===== src/rtl/mem_rd_arbiter_pkg.sv =====
`default_nettype none
// +----------------------------------------------------------------------+
// | mem_rd_arbiter_pkg : shared bus widths and encodings for the read    |
// | arbiter.                                       Revision: 1.0         |
// +----------------------------------------------------------------------+
package mem_rd_arbiter_pkg;

    localparam int AXI_ADDR_W = 32;
    localparam int AXI_DATA_W = 32;

    typedef enum logic [1:0] {
        ST_IDLE = 2'd0,
        ST_ADDR = 2'd1,
        ST_DATA = 2'd2
    } state_t;

    typedef enum logic {
        OWN_IFU = 1'b0,
        OWN_LSU = 1'b1
    } owner_t;

    localparam logic [1:0] RESP_OKAY   = 2'b00;
    localparam logic [1:0] RESP_EXOKAY = 2'b01;
    localparam logic [1:0] RESP_SLVERR = 2'b10;
    localparam logic [1:0] RESP_DECERR = 2'b11;

endpackage
`default_nettype wire


===== src/rtl/mem_rd_arbiter_arb_sel2.sv =====
`default_nettype none
// +----------------------------------------------------------------------+
// | arb_sel2 : 2-way requester select, fixed LSU priority or round-robin |
// | against the last grant.                        Revision: 1.0         |
// +----------------------------------------------------------------------+
module arb_sel2
    import mem_rd_arbiter_pkg::*;
#(
    parameter bit RR_EN = 1'b0
) (
    input  logic   req_ifu,
    input  logic   req_lsu,
    input  owner_t last_grant,
    output logic   gnt_valid,
    output owner_t gnt_owner
);

    logic w_lsu_wins;

    // On contention in round-robin mode the master that was not granted last wins.
    assign w_lsu_wins = req_lsu && (!req_ifu || !RR_EN || (last_grant == OWN_IFU));
    assign gnt_valid  = req_ifu || req_lsu;
    assign gnt_owner  = w_lsu_wins ? OWN_LSU : OWN_IFU;

endmodule
`default_nettype wire


===== src/rtl/mem_rd_arbiter.sv =====
`default_nettype none
// +----------------------------------------------------------------------+
// | mem_rd_arbiter : shares one memory read port between IFU and LSU,    |
// | dropping responses killed by flush. MEM_RD_ARB_RR_EN: round-robin.   |
// |                                                Revision: 1.0         |
// +----------------------------------------------------------------------+
module mem_rd_arbiter
    import mem_rd_arbiter_pkg::*;
#(
    parameter int ADDR_W = AXI_ADDR_W,
    parameter int DATA_W = AXI_DATA_W
) (
    input  logic              clock,
    input  logic              reset,
    input  logic              flush,
    input  logic              ifu_arvalid,
    input  logic [ADDR_W-1:0] ifu_araddr,
    output logic              ifu_arready,
    output logic              ifu_rvalid,
    output logic [DATA_W-1:0] ifu_rdata,
    output logic [1:0]        ifu_rresp,
    input  logic              ifu_rready,
    input  logic              lsu_arvalid,
    input  logic [ADDR_W-1:0] lsu_araddr,
    output logic              lsu_arready,
    output logic              lsu_rvalid,
    output logic [DATA_W-1:0] lsu_rdata,
    output logic [1:0]        lsu_rresp,
    input  logic              lsu_rready,
    output logic              mem_arvalid,
    output logic [ADDR_W-1:0] mem_araddr,
    input  logic              mem_arready,
    input  logic              mem_rvalid,
    input  logic [DATA_W-1:0] mem_rdata,
    input  logic [1:0]        mem_rresp,
    output logic              mem_rready
);

    state_t            r_state;
    state_t            w_state_nxt;
    owner_t            r_owner;
    logic [ADDR_W-1:0] r_addr;
    logic              r_drop;
    logic              w_accept;
    logic              w_gnt_valid;
    owner_t            w_gnt_owner;
    owner_t            w_last;
    logic              w_fwd_ifu;
    logic              w_fwd_lsu;

`ifdef MEM_RD_ARB_RR_EN
    localparam bit RR_MODE = 1'b1;
    owner_t r_last;

    always_ff @(posedge clock or posedge reset) begin
        if (reset) begin
            r_last <= OWN_IFU;
        end else if (w_accept) begin
            r_last <= w_gnt_owner;
        end
    end
    assign w_last = r_last;
`else
    localparam bit RR_MODE = 1'b0;
    assign w_last = OWN_IFU;
`endif

    arb_sel2 #(
        .RR_EN      (RR_MODE)
    ) u_sel (
        .req_ifu    (ifu_arvalid),
        .req_lsu    (lsu_arvalid),
        .last_grant (w_last),
        .gnt_valid  (w_gnt_valid),
        .gnt_owner  (w_gnt_owner)
    );

    // Reset gates acceptance so no arready can pulse while the state is held.
    assign w_accept = (r_state == ST_IDLE) && !reset && !flush && w_gnt_valid;

    assign ifu_arready = w_accept && (w_gnt_owner == OWN_IFU);
    assign lsu_arready = w_accept && (w_gnt_owner == OWN_LSU);

    assign mem_arvalid = (r_state == ST_ADDR);
    assign mem_araddr  = r_addr;

    assign w_fwd_ifu  = (r_state == ST_DATA) && !r_drop && (r_owner == OWN_IFU);
    assign w_fwd_lsu  = (r_state == ST_DATA) && !r_drop && (r_owner == OWN_LSU);
    assign mem_rready = (r_state == ST_DATA) &&
                        (r_drop || (r_owner == OWN_LSU ? lsu_rready : ifu_rready));

    assign ifu_rvalid = w_fwd_ifu && mem_rvalid;
    assign ifu_rdata  = w_fwd_ifu ? mem_rdata : '0;
    assign ifu_rresp  = w_fwd_ifu ? mem_rresp : RESP_OKAY;
    assign lsu_rvalid = w_fwd_lsu && mem_rvalid;
    assign lsu_rdata  = w_fwd_lsu ? mem_rdata : '0;
    assign lsu_rresp  = w_fwd_lsu ? mem_rresp : RESP_OKAY;

    always_comb begin
        w_state_nxt = r_state;
        case (r_state)
            ST_IDLE: if (w_accept)                 w_state_nxt = ST_ADDR;
            ST_ADDR: if (mem_arready)              w_state_nxt = ST_DATA;
            ST_DATA: if (mem_rvalid && mem_rready) w_state_nxt = ST_IDLE;
            default:                               w_state_nxt = ST_IDLE;
        endcase
    end

    always_ff @(posedge clock or posedge reset) begin
        if (reset) begin
            r_state <= ST_IDLE;
            r_owner <= OWN_IFU;
            r_addr  <= '0;
            r_drop  <= 1'b0;
        end else begin
            r_state <= w_state_nxt;
            if (w_accept) begin
                r_owner <= w_gnt_owner;
                r_addr  <= (w_gnt_owner == OWN_LSU) ? lsu_araddr : ifu_araddr;
            end
            // Drop is sampled registered, so a flush on the final handshake cycle
            // cannot suppress a response that was still live.
            if (w_state_nxt == ST_IDLE) begin
                r_drop <= 1'b0;
            end else if (flush && (r_state != ST_IDLE)) begin
                r_drop <= 1'b1;
            end
        end
    end

endmodule
`default_nettype wire


===== config.mk =====
export PLATFORM = sky130hd
export DESIGN_NAME = mem_rd_arbiter
export DESIGN_NICKNAME = d
export VERILOG_FILES = /design/src/rtl/mem_rd_arbiter_pkg.sv /design/src/rtl/mem_rd_arbiter_arb_sel2.sv /design/src/rtl/mem_rd_arbiter.sv
export SDC_FILE = /design/constraint.sdc
export NUM_CORES = 1
export LEC_CHECK = 0
export CAP_MARGIN = 10
export CELL_PAD_IN_SITES_DETAIL_PLACEMENT = 0
export CELL_PAD_IN_SITES_GLOBAL_PLACEMENT = 1
export CORE_MARGIN = 3
export CORE_UTILIZATION = 22
export DETAILED_ROUTE_END_ITERATION = 12
export PLACE_DENSITY_LB_ADDON = 0.08
export SYNTH_ARGS = -nofsm -noshare
export SYNTH_HDL_FRONTEND = slang
export SYNTH_SLANG_ARGS = --single-unit

===== constraint.sdc =====
create_clock -name clock -period 1.8 [get_ports clock]
set_input_delay 0.27 -clock clock [delete_from_list [all_inputs] [get_ports clock]]
set_output_delay 0.27 -clock clock [all_outputs]
set_load 0.03 [all_outputs]

==> results.yml <==
status:
  status: "finished with violations"
  violations: "negative setup slack"
sta:
  fmax_ghz: 0.510
  tightest_slew_ns: 0.493
  rsz0062_at_grt: "yes"
  report.final.hold_viol_count: 0
  drv_slew: 0
  skew_ns: 0.0132
  post-route-min-period_ns: 1.96
  post-route-period-util_pct: 109
  worst_slack_ns: -0.160
  timing.setup.tns_ns: -9.55
  slew_headroom_pct: 66.9
  setup_viol: 104
detailed_routing:
  final_antenna_net_count: 0
  dr_wl_met3_um: 680
  finalWirelength_um: 10400
  via_count: 2739
  drt_iter0_drc: 127
  first_pass_iters: 4
  met2_length_um: 5020
  drc: 0
  vias_per_cell: 4.74
  routedWlPerCell_um: 18.1
  top_layer_used: "met5"
  wl_met1_um: 4550
critical_path:
  start_kind: "register"
  critical_path.endpoint_type: "output port"
  worstSetupPathType: "reg2out"
  critPathRequiredTime_ns: 1.53
  worst-path-max-fanout: 18
  reg2reg_setup_slack_ns: -0.12
  cp.arrival_ns: 1.69
die:
  start_util_pct: 23.0
  die_h_um: 111
  core_area_um2: 10500
  fp-row-count: 37
  die_w_um: 111
  io_pins: 213
  fp.dieArea_um2: 12200
logic_synthesis:
  syn-cell-area_um2: 2400
  synthTopCellsByArea: "dfrtp_1, nor4b_2, a221o_1"
  synth_top_area_share_pct: 37.5
  synth.distinct_cells: 27
  yosys.area.top_type: "dfrtp_1"
  syn_nets: 327
  syn_inst: 220
  syn_area_per_cell_um2: 10.9
  ys_ff_latch: 36
  yosys_warnings: 0
  seq_area_frac_synth_pct: 37.5
clock_network:
  clockBufferDepth: 2
  cts_root_buffer: "clkbuf_8"
  cts_tree: "done"
  numCtsBuffers: 5
  clock_latency_ns: 0.30
  cts_sinks: 36
  htreeDepth: 2
  clk_pin_slew_ns: 0.08
  ctsHoldBuffers: 0
worst_hold_path:
  hold_class: "in2async"
grt:
  antenna_found_initial: 1
  grt-ovfl-total: 0
  grt_max_degree: 38
  grt_usage_pct: 16.6
  grt_first_pass_wirelength_um: 16600
  grt_pass1_vias: 2931
placement:
  io_buffers: 212
  dpl.hpwl_um: 7530
  gp_congestion: 0.864
  dp_cells: 562
power:
  irDropWorstVdd_v: 0.000540
  power.density_nw_per_um2: 1320
  p_leak_nw: 2.25
final_layout:
  fin_nets: 548
  utilization_pct: 48.9
  fin_cells: 578
  layout-drive-gt1-share_pct: 38.7
  syn2layout_area_growth_pct: 113
  insertedDiodeCount: 0
job:
  maxCapViolations: 0
## critical path: stages, from the launching register on
cell and delay, ns:
dfrtp_1 0.39, or2b_1 0.27, nor3_4 0.23, buf_6 0.21, and2_1 0.17, buf_6 0.13
## cells in the mapped netlist
cell       number
or2b_1          1
nor2_1          2
a2bb2oi_1       1
and2_1         36
a21oi_1         1
nand2_1         2
a21o_1          1
buf_2           7
nor4b_4         1
nor4b_2        29
nor3_2          1
nor4b_1         2
or4_1           1
a32oi_1         1
clkbuf_1       17
nor4_1          1
buf_1           1
o21ai_1         1
mux2i_1         1
nand2b_1        1
and3_1         35
a221o_1        32
o21ai_0         2
dfrtp_1        36
buf_6           3
inv_1           3
nor3b_1         1
## metal layers
metal,global-route usage (%),vias to the layer above
met5,0,-
li1,-,1291
met4,3.37,2
met3,5.10,13
met2,27.5,134
met1,21.3,1299
## placed cells by master, fill, tap and decap left out, types with 5 or more instances in the layout
master / Yosys / routed
a221o_1: 32 / 32
and2_1: 36 / 20
and2_4: 0 / 16
and3_1: 35 / 34
buf_12: 0 / 10
buf_4: 0 / 52
buf_6: 3 / 40
clkbuf_8: 0 / 5
clkdlybuf4s50_1: 0 / 136
dfrtp_1: 36 / 35
nor4b_2: 29 / 29
## registers in the layout (all words and copies together), names as in the netlist
name        count
mem_araddr     32
r_state         2
r_owner         1
r_drop          1
## final timing paths
kind | start | to | cells after the start
worst max-delay path | r_state[0]$_DFF_PP0_ | ifu_rdata[0] | 5
worst min-delay path | reset | mem_araddr[14]$_DFFE_PP0P_ | 3
worst max register to register | r_state[0]$_DFF_PP0_ | mem_araddr[8]$_DFFE_PP0P_ | 5
worst min register to register | mem_araddr[6]$_DFFE_PP0P_ | mem_araddr[6]$_DFFE_PP0P_ | 1
max in group asynchronous | reset | mem_araddr[6]$_DFFE_PP0P_ | 4
min in group clock | flush | r_drop$_DFFE_PP0P_ | 4
## final cells by class
cell class	instances	area, um2
fill	966	5350
inverter	3	11.3
sequential	36	902
multi-input combinational	153	1470
timing repair buffer	242	2450
clock inverter	3	42.5
tap	136	170
clock buffer	5	68.8
## logic make-up (layout without fill, tap and decap cells)
group,after synthesis,count (layout),synth area share (%)
and+or+nand+nor,113,113,40.8
AOI/OAI and AO/OA,39,39,15.2
DFF,36,36,37.5
buffers and inverters,31,253,6.14
muxes,1,1,0.416
## power breakdown
group          leakage [nW]  switching, mW  internal (mW)
clock                0.0541          0.319          0.410
sequential            0.443          0.266           1.20
combinational          1.75           2.42           2.13
## metrics by stage
| stage | hold WS, ns | instance area [um2] | total power, mW | setup WS, ns |
|---|---|---|---|---|
| floorplan | 0.379 | 2410 | 3.76 | 0.0431 |
| global placement | 0.498 | 4680 | 5.66 | -0.302 |
| detailed placement | 0.494 | 4680 | 5.66 | -0.324 |
| CTS | 0.414 | 4990 | 6.69 | -0.160 |
| global route | 0.443 | 5110 | 7.11 | -0.250 |
| finish | 0.408 | 5110 | 6.74 | -0.160 |
## timing repair
item,4_1_cts,5_1_grt
hold endpoints to repair,0,0
resized for setup,34,43
buffers inserted,6,4
gates cloned,1,0
pin swaps,1,5
setup endpoints to repair,90,105
No activity file was read; power rests on OpenSTA's default activity.
==> patch 1 (same settings) <==
The option `MEM_RD_ARB_RR_EN` is turned on by a define.
--- a/src/rtl/mem_rd_arbiter.sv
+++ b/src/rtl/mem_rd_arbiter.sv
@@ -4,6 +4,8 @@
 // | dropping responses killed by flush. MEM_RD_ARB_RR_EN: round-robin.   |
 // |                                                Revision: 1.0         |
 // +----------------------------------------------------------------------+
+`define MEM_RD_ARB_RR_EN
+
 module mem_rd_arbiter
     import mem_rd_arbiter_pkg::*;
 #(
Behaviour: not the same (Yosys sat finds a counterexample within 4 cycles, from zero or initial values and one cycle with reset high).
==> patch 1 against the original RTL <==
The flow still finishes with violations (negative setup slack); utilization is 3.8 points higher; final cell count is 7.1% higher; via count is 6.8% higher; first-iteration DRC count is 30% lower; worst setup slack worse by 11 ps; total power is 10% higher; sequential share of layout area is 1.3 points lower; routed wire length is 6.5% higher; worst hold slack worse by 35 ps; non-clock buffer count is 8 higher; sequential cell count stayed put; clock power is 16% lower; synthesized area hardly changed; final area is 7.7% higher; largest power group unchanged.
==> patch 1: results (changes against the original RTL) <==
metric;value;unit;change
outcome;finished, violations left;;
failing checks;negative setup slack;;
WP data arrival;1700;ps;
max reg flops;32;;unchanged
antenna violations before repair;0;;-1
DP Area;4700;um2;+0.45%
# diodes;0;;unchanged
critical path peak fanout;9;;-9
Worst Setup SP;r_state[0];;
worst r2r path cells;6;;+1
setup_tns;-10480;ps;-930 ps
routed via count;2925;;+6.8%
top cells by count, synth;and3_1, dfrtp_1, inv_1;;
P_leak;2.55;nW;+13%
origin of the critical flop-to-flop path;r_state[1];;
H-tree depth;2;;unchanged
DRT Pass-1 Iters;4;;unchanged
synth warn;0;;unchanged
worst setup margin;-171;ps;-10.9 ps
root buffer cell;clkbuf_8;;
share of cells above drive strength 1;0.377;;-0.0101
Fill cells;981;;+1.6%
share of flip-flops with an asynchronous set or reset;1.00;;unchanged
Reg2Reg Setup Slack;60;ps;+180 ps
Post-Synth Adder-Cell Area;0;;unchanged
syn_nets;360;;+10%
clk_lat worst skew;290;ps;
Max VDD drop;0.000506;V;-6.4%
Clk pin slew, worst setup/hold paths;70;ps;
# DRC;0;;unchanged
vias in the first global route;3030;;+3.4%
largest cells by area after synthesis;dfrtp_1, and3_1, a221o_1;;
worst setup path endpoint;lsu_rdata[0];;
global-route wire length before repair;16.0;mm;-3.3%
Synth Area in Compound Gates;0.163;;+0.0114
r2r endpoint;mem_araddr[29];;
max_slew headroom;0.763;;+0.0940
number of nets in the layout;589;;+7.5%
total CTS buffers;5;;unchanged
IO Port Bufs;212;;unchanged
post-DP HPWL;7.11;mm;-5.6%
final WL;11.1;mm;+6.5%
Detailed Route Iter0 Violations;89;;-30%
total track usage;0.158;;-0.00783
sequential-to-total area share from yosys stat;0.374;;about the same
CTS max path bufs;2;;unchanged
post-synthesis mux area share;0.00416;;about the same
HP Class;input pin to async pin;;
Final Hold Viols;0;;unchanged
XOR/XNOR Fraction of Synth Area;0;;unchanged
GP Congestion;0.715;;-17%
largest net degree at the start of global routing;72;;+89%
Setup Viol. Count Final;71;;-32%
Netlist cell types;24;;-11%
Max Clock Skew;9.00;ps;-4.22 ps
==> patch 1: stage by stage <==
| stage | hold slack [ps] | std cells | setup slack [ps] |
|---|---|---|---|
| after floorplan | 374 | 253 | 28.3 |
| after global placement | 493 | 592 | -205 |
| after detailed placement | 501 | 592 | -201 |
| after CTS | 356 | 603 | -183 |
| after global routing | 410 | 619 | -241 |
| final | 373 | 619 | -171 |
==> patch 1: what timing repair did <==
action,CTS,global route
resized for setup,63,42
pin swaps,3,28
gates cloned,0,11
buffers inserted,3,5
endpoints found under the setup margin,73,103
==> patch 1: worst max-delay path, stage by stage, from the launching register on <==
cell,delay [ps]
dfrtp_1,400
buf_6,140
nor3b_4,220
buf_12,180
buf_6,150
and3_1,190
buf_6,140
==> patch 1: kinds of logic after synthesis <==
family / Yosys count
AOI/OAI and AO/OA: 42
buffers and inverters: 64
and+or+nand+nor: 110
muxes: 1
DFF: 36
==> patch 1: cell type report <==
| class | count | area, um2 | share of cell area |
|---|---|---|---|
| Sequential cell | 36 | 901 | 0.164 |
| Tap cell | 136 | 170 | 0.0309 |
| Clock inverter | 1 | 7.51 | 0.00136 |
| Timing Repair Buffer | 250 | 2820 | 0.512 |
| Multi-Input combinational cell | 153 | 1390 | 0.252 |
| Inverter | 36 | 135 | 0.0245 |
| Clock buffer | 7 | 86.3 | 0.0157 |
==> patch 1: where the power goes <==
group	total, W	leakage, nW	switching, W	internal (W)
logic	0.00540	2.06	0.00280	0.00259
clock network	0.000610	0.0445	0.000298	0.000311
registers	0.00144	0.445	0.000234	0.00121
total	0.00745	2.55	0.00334	0.00411
==> patch 1: metal layers <==
layer  vias to the layer above  GRT usage  part of all wire
met1                      1406      0.187              0.41
met3                        10     0.0395             0.063
met4                         0     0.0550             0.017
li1                       1389          -                 -
met2                       120      0.276              0.51
met5                         -          0                 0
==> patch 2 (same flow settings) <==
Without the edit above. The 3 states of `state_t` get a one-hot encoding in 3 bits.
--- a/src/rtl/mem_rd_arbiter_pkg.sv
+++ b/src/rtl/mem_rd_arbiter_pkg.sv
@@ -8,10 +8,10 @@
     localparam int AXI_ADDR_W = 32;
     localparam int AXI_DATA_W = 32;
 
-    typedef enum logic [1:0] {
-        ST_IDLE = 2'd0,
-        ST_ADDR = 2'd1,
-        ST_DATA = 2'd2
+    typedef enum logic [2:0] {
+        ST_IDLE = 3'b001,
+        ST_ADDR = 3'b010,
+        ST_DATA = 3'b100
     } state_t;
 
     typedef enum logic {
Check against the original RTL: no difference found for any inputs over 10 cycles, from zero or initial values and one cycle with reset high; not proved beyond that.
==> patch 2 against the original RTL <==
The flow still finishes with violations (negative setup slack); sequential share of layout area fell by 0.78 points; worst setup slack got worse by 340 ps; count of clock-buffer cells in the layout did not move; non-clock buffer count rose by 8; sequential cell count rose by 1; clock skew fell by 5.0 ps; synthesized area rose by 0.68%; routed wire length fell by 4.8%; register-to-register slack got worse by 260 ps; final cell count rose by 2.4%; final area rose by 7.7%; critical path type unchanged; critical endpoint is now ifu_rdata[11].
Power is not compared: it rests on default switching activity, and its combinational part moved more than twofold at a synthesized area within 25%.
==> patch 2: results (changes against the original RTL) <==
metric;value;unit;change
H-tree depth;2;;unchanged
failing checks;negative setup slack;;
routed via count;2626;;-4.1%
IO Port Bufs;212;;unchanged
met3 Use GR;0.0497;;-0.00129
share of cells above drive strength 1;0.564;;+0.177
met2 GRT Util;0.263;;-0.0117
global-route wire length before repair;14.5;mm;-12%
Setup Viol. Count Final;108;;+3.8%
CTS max path bufs;2;;unchanged
antenna violations before repair;0;;-1
P_leak;2.45;nW;
outcome;finished, violations left;;
GRT met1 Usage;0.163;;-0.0504
post-DP HPWL;6.83;mm;-9.3%
worst setup margin;-500;ps;-340 ps
syn_nets;324;;-0.92%
synth warn;0;;unchanged
DRT Pass-1 Iters;4;;unchanged
Netlist cell types;26;;-3.7%
root buffer cell;clkbuf_8;;
Primary FF master, synth;dfrtp_1;;
setup_tns;-40410;ps;-30870 ps
total track usage;0.144;;-0.0215
worst r2r path cells;6;;+1
Worst Setup SP;r_state[1];;
sequential-to-total area share from yosys stat;0.383;;+0.00834
number of nets in the layout;562;;+2.6%
Clk pin slew, worst setup/hold paths;80;ps;about the same
top cells by count, synth;mux2_2, and3_1, dfrtp_1;;
Max VDD drop;0.000351;V;
largest net degree at the start of global routing;37;;-2.6%
vias in the first global route;2764;;-5.7%
max reg flops;32;;unchanged
total CTS buffers;5;;unchanged
Max Clock Skew;8.24;ps;-4.99 ps
origin of the critical flop-to-flop path;r_state[0];;
WP data arrival;2030;ps;+340 ps
Worst Max-Slew Pin Slew;503;ps;+9.69 ps
Reg2Reg Setup Slack;-380;ps;-260 ps
GP Congestion;0.782;;-9.5%
HP Class;input pin to async pin;;
final WL;9.94;mm;-4.8%
Final Hold Viols;0;;unchanged
clk_lat worst skew;290;ps;
share of flip-flops with an asynchronous set or reset;1.00;;unchanged
GR Overflow Total;0;;unchanged
critical path peak fanout;6;;-12
Detailed Route Iter0 Violations;66;;-48%
worst setup path endpoint;ifu_rdata[11];;
r2r endpoint;mem_araddr[24];;
# diodes;0;;unchanged
largest cells by area after synthesis;dfrtp_1, mux2_2, and3_1;;
==> patch 2: changes by cell type in the layout (fill, tap and decap cells not counted), sizes merged, moves of 3 or more <==
cell    delta
a221o     -32
mux2      +65
clkbuf     +3
buf        +5
nor2b      +3
o21ai      -3
nor4b     -31
==> patch 2: critical path, cell delays in order (launching register included) <==
cell     delay (ps)
dfrtp_1         400
buf_6           130
nor4b_4         380
nor2b_4         330
buf_6           140
buf_6           110
and2_4          140
buf_6           120
==> patch 2: layout make-up <==
cell class	instances	area, um2
clock buffer	5	68.8
inverter	3	11.3
clock inverter	3	21.3
fill	932	5000
sequential	37	928
timing repair buffer	250	2660
tap	136	170
multi-input combinational	158	1650
==> patch 2: per-layer routing <==
| layer | wire [um] | share of wire |
|---|---|---|
| met5 | 0 | 0 |
| met3 | 749 | 0.075 |
| met2 | 5260 | 0.53 |
| met1 | 3840 | 0.39 |
| met4 | 86 | 0.0087 |
==> patch 2: worst min-delay path by stage <==
| stage | end | from | slack [ps] |
|---|---|---|---|
| after floorplan | r_state[1] | mem_arready | 370 |
| after global placement | mem_araddr[3] | mem_araddr[3] | 490 |
| after detailed placement | mem_araddr[24] | mem_araddr[24] | 490 |
| after CTS | mem_araddr[11] | reset | 350 |
| after global routing | mem_araddr[11] | reset | 390 |
| final | mem_araddr[11] | reset | 340 |
==> patch 2: what timing repair did <==
| item | in CTS | in global routing |
|---|---|---|
| buffers inserted | 11 | 7 |
| pin swaps | 25 | 11 |
| cloned | 3 | 7 |
| gates resized for setup | 106 | 61 |
| endpoints found under the hold margin | 0 | 0 |
| hold buffers | 0 | 0 |
| setup endpoints to repair | 108 | 109 |
==> patch 2: kinds of logic after synthesis <==
group                  Yosys count  share of synthesized area
buffers and inverters           22                     0.0444
muxes                           67                      0.334
DFF                             37                      0.383
and+or+nand+nor                 86                      0.224
AOI/OAI and AO/OA                5                     0.0150
==> patch 2: power by group <==
group	total [W]	internal [W]	switching, W
clock network	0.000584	0.000275	0.000310
registers	0.00118	0.00105	0.000129
logic	0.00173	0.000917	0.000808
==> patch 2: stage by stage <==
step	instance area (um2)	cells	total power (W)	worst slack [ps]	hold slack, ps
2_1_floorplan	2440	217	0.00204	-354	367
3_3_place_gp	4590	561	0.00285	-267	489
3_5_place_dp	4590	561	0.00286	-283	492
4_1_cts	5170	582	0.00351	-482	353
5_1_grt	5510	592	0.00370	-564	389
6_report	5510	592	0.00349	-500	338
